$ cat config.mk
export PLATFORM = sky130hd
export DESIGN_NAME = clock_time_ctrl
export DESIGN_NICKNAME = d
export VERILOG_FILES = /design/src/rtl/clock_time_ctrl.sv
export SDC_FILE = /design/constraint.sdc
export NUM_CORES = 1
export LEC_CHECK = 0
export CAP_MARGIN = 5
export CORE_MARGIN = 2
export CORE_UTILIZATION = 40
export CTS_CLUSTER_DIAMETER = 50
export CTS_CLUSTER_SIZE = 20
export DETAILED_ROUTE_END_ITERATION = 10
export PLACE_DENSITY_LB_ADDON = 0.05
export SLEW_MARGIN = 20
export SYNTH_ARGS = -nofsm -noshare
export SYNTH_HDL_FRONTEND = slang
export SYNTH_SLANG_ARGS = --single-unit
$ cat constraint.sdc
create_clock -name clk -period 1.7 [get_ports clk]
set_input_delay 0.17 -clock clk [delete_from_list [all_inputs] [get_ports clk]]
set_output_delay 0.17 -clock clk [all_outputs]
set_load 0.05 [all_outputs]
$ cat src/rtl/clock_time_ctrl.sv
// Timekeeping controller: keeps hh:mm:ss from the 1 Hz tick and runs the
// RUN -> SET_HR -> SET_MIN -> RUN set-mode sequence with blink and hourly chime.
module clock_time_ctrl #(
    parameter bit H24 = 1'b1
) (
    input  logic       clk,
    input  logic       rst_n,
    input  logic       tick_1hz,
    input  logic       btn_mode,
    input  logic       btn_inc,
    output logic [4:0] hour,
    output logic [5:0] min,
    output logic [5:0] sec,
    output logic       pm,
    output logic [1:0] mode,
    output logic       blink,
    output logic       hour_strobe
);

    // Handshake: every input is a level sampled once per clk; a high level on
    // a sampled edge is one event. Outputs change one cycle after that edge.

    typedef enum logic [1:0] {
        MODE_RUN     = 2'd0,
        MODE_SET_HR  = 2'd1,
        MODE_SET_MIN = 2'd2,
        MODE_BAD     = 2'd3
    } mode_e;

    localparam logic [4:0] HOUR_RST = H24 ? 5'd0 : 5'd12;

    mode_e      mode_q, mode_d;
    logic [4:0] hour_q, hour_d;
    logic [5:0] min_q, min_d;
    logic [5:0] sec_q, sec_d;
    logic       pm_q, pm_d;
    logic       blink_q, blink_d;
    logic       hour_strobe_q, hour_strobe_d;

    logic [4:0] hour_inc;
    logic       pm_inc;
    logic [5:0] min_inc;

    // Shared hour step used by both the RUN carry and the SET_HR button.
    always_comb begin
        if (H24) begin
            hour_inc = (hour_q == 5'd23) ? 5'd0 : hour_q + 5'd1;
            pm_inc   = 1'b0;
        end else begin
            hour_inc = (hour_q == 5'd12) ? 5'd1 : hour_q + 5'd1;
            pm_inc   = pm_q ^ (hour_q == 5'd11);
        end
        min_inc = (min_q == 6'd59) ? 6'd0 : min_q + 6'd1;
    end

    always_comb begin
        mode_d        = mode_q;
        hour_d        = hour_q;
        min_d         = min_q;
        sec_d         = sec_q;
        pm_d          = pm_q;
        blink_d       = blink_q;
        hour_strobe_d = 1'b0;

        case (mode_q)
            MODE_RUN: begin
                blink_d = 1'b0;
                if (btn_mode) begin
                    mode_d  = MODE_SET_HR;
                    sec_d   = 6'd0;
                    blink_d = 1'b1;
                end else if (tick_1hz) begin
                    if (sec_q == 6'd59) begin
                        sec_d = 6'd0;
                        min_d = min_inc;
                        if (min_q == 6'd59) begin
                            hour_d        = hour_inc;
                            pm_d          = pm_inc;
                            hour_strobe_d = 1'b1;
                        end
                    end else begin
                        sec_d = sec_q + 6'd1;
                    end
                end
            end
            MODE_SET_HR: begin
                if (tick_1hz) blink_d = ~blink_q;
                if (btn_mode) begin
                    mode_d = MODE_SET_MIN;
                end else if (btn_inc) begin
                    hour_d = hour_inc;
                    pm_d   = pm_inc;
                end
            end
            MODE_SET_MIN: begin
                if (btn_mode) begin
                    mode_d  = MODE_RUN;
                    blink_d = 1'b0;
                end else begin
                    if (tick_1hz) blink_d = ~blink_q;
                    if (btn_inc)  min_d   = min_inc;
                end
            end
            default: begin
                // Unreachable encoding: recover to RUN, leave time alone.
                mode_d  = MODE_RUN;
                blink_d = 1'b0;
            end
        endcase
    end

    always_ff @(posedge clk or negedge rst_n) begin
        if (!rst_n) begin
            mode_q        <= MODE_RUN;
            hour_q        <= HOUR_RST;
            min_q         <= 6'd0;
            sec_q         <= 6'd0;
            pm_q          <= 1'b0;
            blink_q       <= 1'b0;
            hour_strobe_q <= 1'b0;
        end else begin
            mode_q        <= mode_d;
            hour_q        <= hour_d;
            min_q         <= min_d;
            sec_q         <= sec_d;
            pm_q          <= pm_d;
            blink_q       <= blink_d;
            hour_strobe_q <= hour_strobe_d;
        end
    end

    assign hour        = hour_q;
    assign min         = min_q;
    assign sec         = sec_q;
    assign pm          = pm_q;
    assign mode        = mode_q;
    assign blink       = blink_q;
    assign hour_strobe = hour_strobe_q;

endmodule

==> out/qor.yml <==
finalHoldViolations: 0
leakagePower_nw: 0.824
cts_buffer_depth: 2
die_h_um: 59.1
fin_skew_ps: 4.84
ys_warn_count: 0
crit_arrival_ps: 2010
track_usage_pct: 18.0
hold_class: "in2async"
cts_max_level: 1
antenna_cells: 0
start_util_pct: 42.9
drt_pass1_iterations: 4
post-route-min-period_ps: 1810
fin_hold_ws_ps: 187
synthFlopType: "dfrtp_1"
grt_pass1_vias: 1049
place.detailed.hpwl_mm: 2.08
rsz0062_at_grt: "yes"
synth_seq_area_share_pct: 43.3
clock_sinks: 21
num-nets-final: 175
num_rows: 19
clock_latency_ps: 300
peakVddDrop_v: 0.000891
netlist_top_cells_area: "dfrtp_1 (43%), mux2_2 (4.6%), a2111oi_4 (4.5%)"
synth_top_area_share_pct: 43.3
p_per_area_nw_per_um2: 1430
dr.first_iter.drc_count: 19
grt_overflow: 0
yosys.area.top_type: "dfrtp_1"
worst_slack_ps: -108
fill_cells: 241
grt_max_degree: 22
max_freq_ghz: 0.553
ant_nets: 0
crit_required_ps: 1900
design.die.area_um2: 3490
routed_wirelength_mm: 2.85
ys_seq_elements: 21
finalPower_mw: 2.59
die_x_um: 59.1
num_io_pins: 27
violations: "setup timing"
synth_cell_type_count: 42
timing.final.crit_share_pct: 106
port_buffers: 25
antenna_found_initial: 0
syn_area_per_cell_um2: 11.2
clk_pin_slew_ps: 130
maxSlewViolCount: 0
viasPerCell: 5.28
cts_tree: "yes"
syn_area_um2: 1210
synthArstFlopShare_pct: 100
synth_edf_count: 0
synthCells: 108
syn_nets: 116
drc: 0
wire_per_inst_um: 14.4
root_buffer: "clkbuf_4"
grt_pass1_wl_mm: 4.85
setup_viol: 8
critPathLaunchType: "flip-flop"
coreArea_um2: 2830
crit_path_end_kind: "flip-flop"
place_congestion: 0.823
vias: 1041
ff2ff_path_depth: 5
cp_max_fo: 4
layout-drive-gt1-share_pct: 51.8
drv_cap: 0
path_class: "reg2reg"
utilization_pct: 63.9
run_status: "complete, but fails checks"
ctsHoldBuffers: 0
syn_to_final_growth_pct: 48.9
cts_made_buffers: 3
[state kept, by name (all words and copies together) (netlist names)]
name and flops:
min 6, sec 6, hour 5, mode 2, blink 1, hour_strobe 1
[routing by layer]
metal / global-route usage (%) / vias up / routed length [µm]
met5: 0 / - / 0
met4: 4.87 / 0 / 19
met3: 1.97 / 2 / 85
met2: 28.7 / 16 / 1410
met1: 25.9 / 504 / 1330
li1: - / 519 / -
[cells in the mapped netlist, types with 2 or more instances]
cell type	count
dfrtp_1	21
nor2_1	8
o21ai_0	8
nand2_1	7
mux2_2	5
nand3_1	5
nor2b_1	4
a21oi_1	3
a22o_1	3
ha_1	3
xnor2_1	3
a2111oi_4	2
and3_1	2
buf_4	2
inv_1	2
mux2_1	2
nand4_1	2
or3_1	2
[repair_timing]
action	CTS	global route
gates resized for setup	2	7
cloned	0	0
pin swaps	2	4
endpoints found under the setup margin	6	11
setup buffers	2	4
[report_power, final]
group	internal (mW)	leakage (nW)	total, mW	switching (mW)
Clock	0.0877	0.0177	0.248	0.160
Sequential	0.634	0.263	0.772	0.138
Combinational	0.672	0.544	1.57	0.895
[worst paths after layout]
check | from | end | slack, ps
hold reg to reg | sec[5] | sec[5] | 520
hold / removal | rst_n | hour_strobe | 190
max in group asynchronous | rst_n | min[3] | 1270
setup reg to reg | sec[1] | hour[4] | -110
min in group clk | sec[5] | sec[5] | 520
setup / recovery | sec[1] | hour[4] | -110
[cell usage in the layout, fill, tap and decap left out, types with 4 or more instances in the layout]
cell type	Yosys	layout
nand3_1	5	5
nand2_1	7	7
nor2b_1	4	4
dfrtp_2	0	10
dfrtp_1	21	11
buf_6	0	4
buf_4	2	47
clkdlybuf4s50_1	0	5
mux2_4	0	4
o21ai_0	8	6
nor2_1	8	8
[logic make-up (layout without fill, tap and decap cells)]
| kind of cell | count (synthesis) | after routing | share of synthesized area, % |
|---|---|---|---|
| and+or+nand+nor | 41 | 41 | 22.2 |
| other | 1 | 1 | 0.309 |
| muxes | 8 | 8 | 7.32 |
| xor gates and xnor gates | 4 | 4 | 2.89 |
| AOI/OAI and AO/OA | 25 | 25 | 18.7 |
| adders and majority gates | 3 | 3 | 3.09 |
| buffers and inverters | 5 | 63 | 2.27 |
| DFF | 21 | 21 | 43.3 |
[through the flow]
step | TNS [ps] | instances | area, µm² | setup slack, ps
after global routing | -1350 | 197 | 1810 | -207
after detailed placement | -1520 | 187 | 1700 | -234
after CTS | -450 | 193 | 1750 | -116
after floorplan | -1200 | 108 | 1270 | -224
final | -590 | 197 | 1810 | -108
after global placement | -1180 | 187 | 1700 | -177
[worst max-delay path: stages (launching register included)]
cell and delay [ps]:
dfrtp_2 410, ha_4 150, and4bb_1 270, nand4bb_4 190, a2111oi_4 360, mux2_4 330
[cell type report]
type	count	area [µm²]	area share (%)
Timing Repair Buffer	57	468	25.9
Multi-Input combinational cell	82	727	40.2
Clock inverter	1	5.00	0.277
Tap cell	31	38.8	2.15
Inverter	2	7.51	0.416
Sequential cell	21	538	29.8
Clock buffer	3	22.5	1.25
Note: power is estimated with default switching activity, not from simulation.
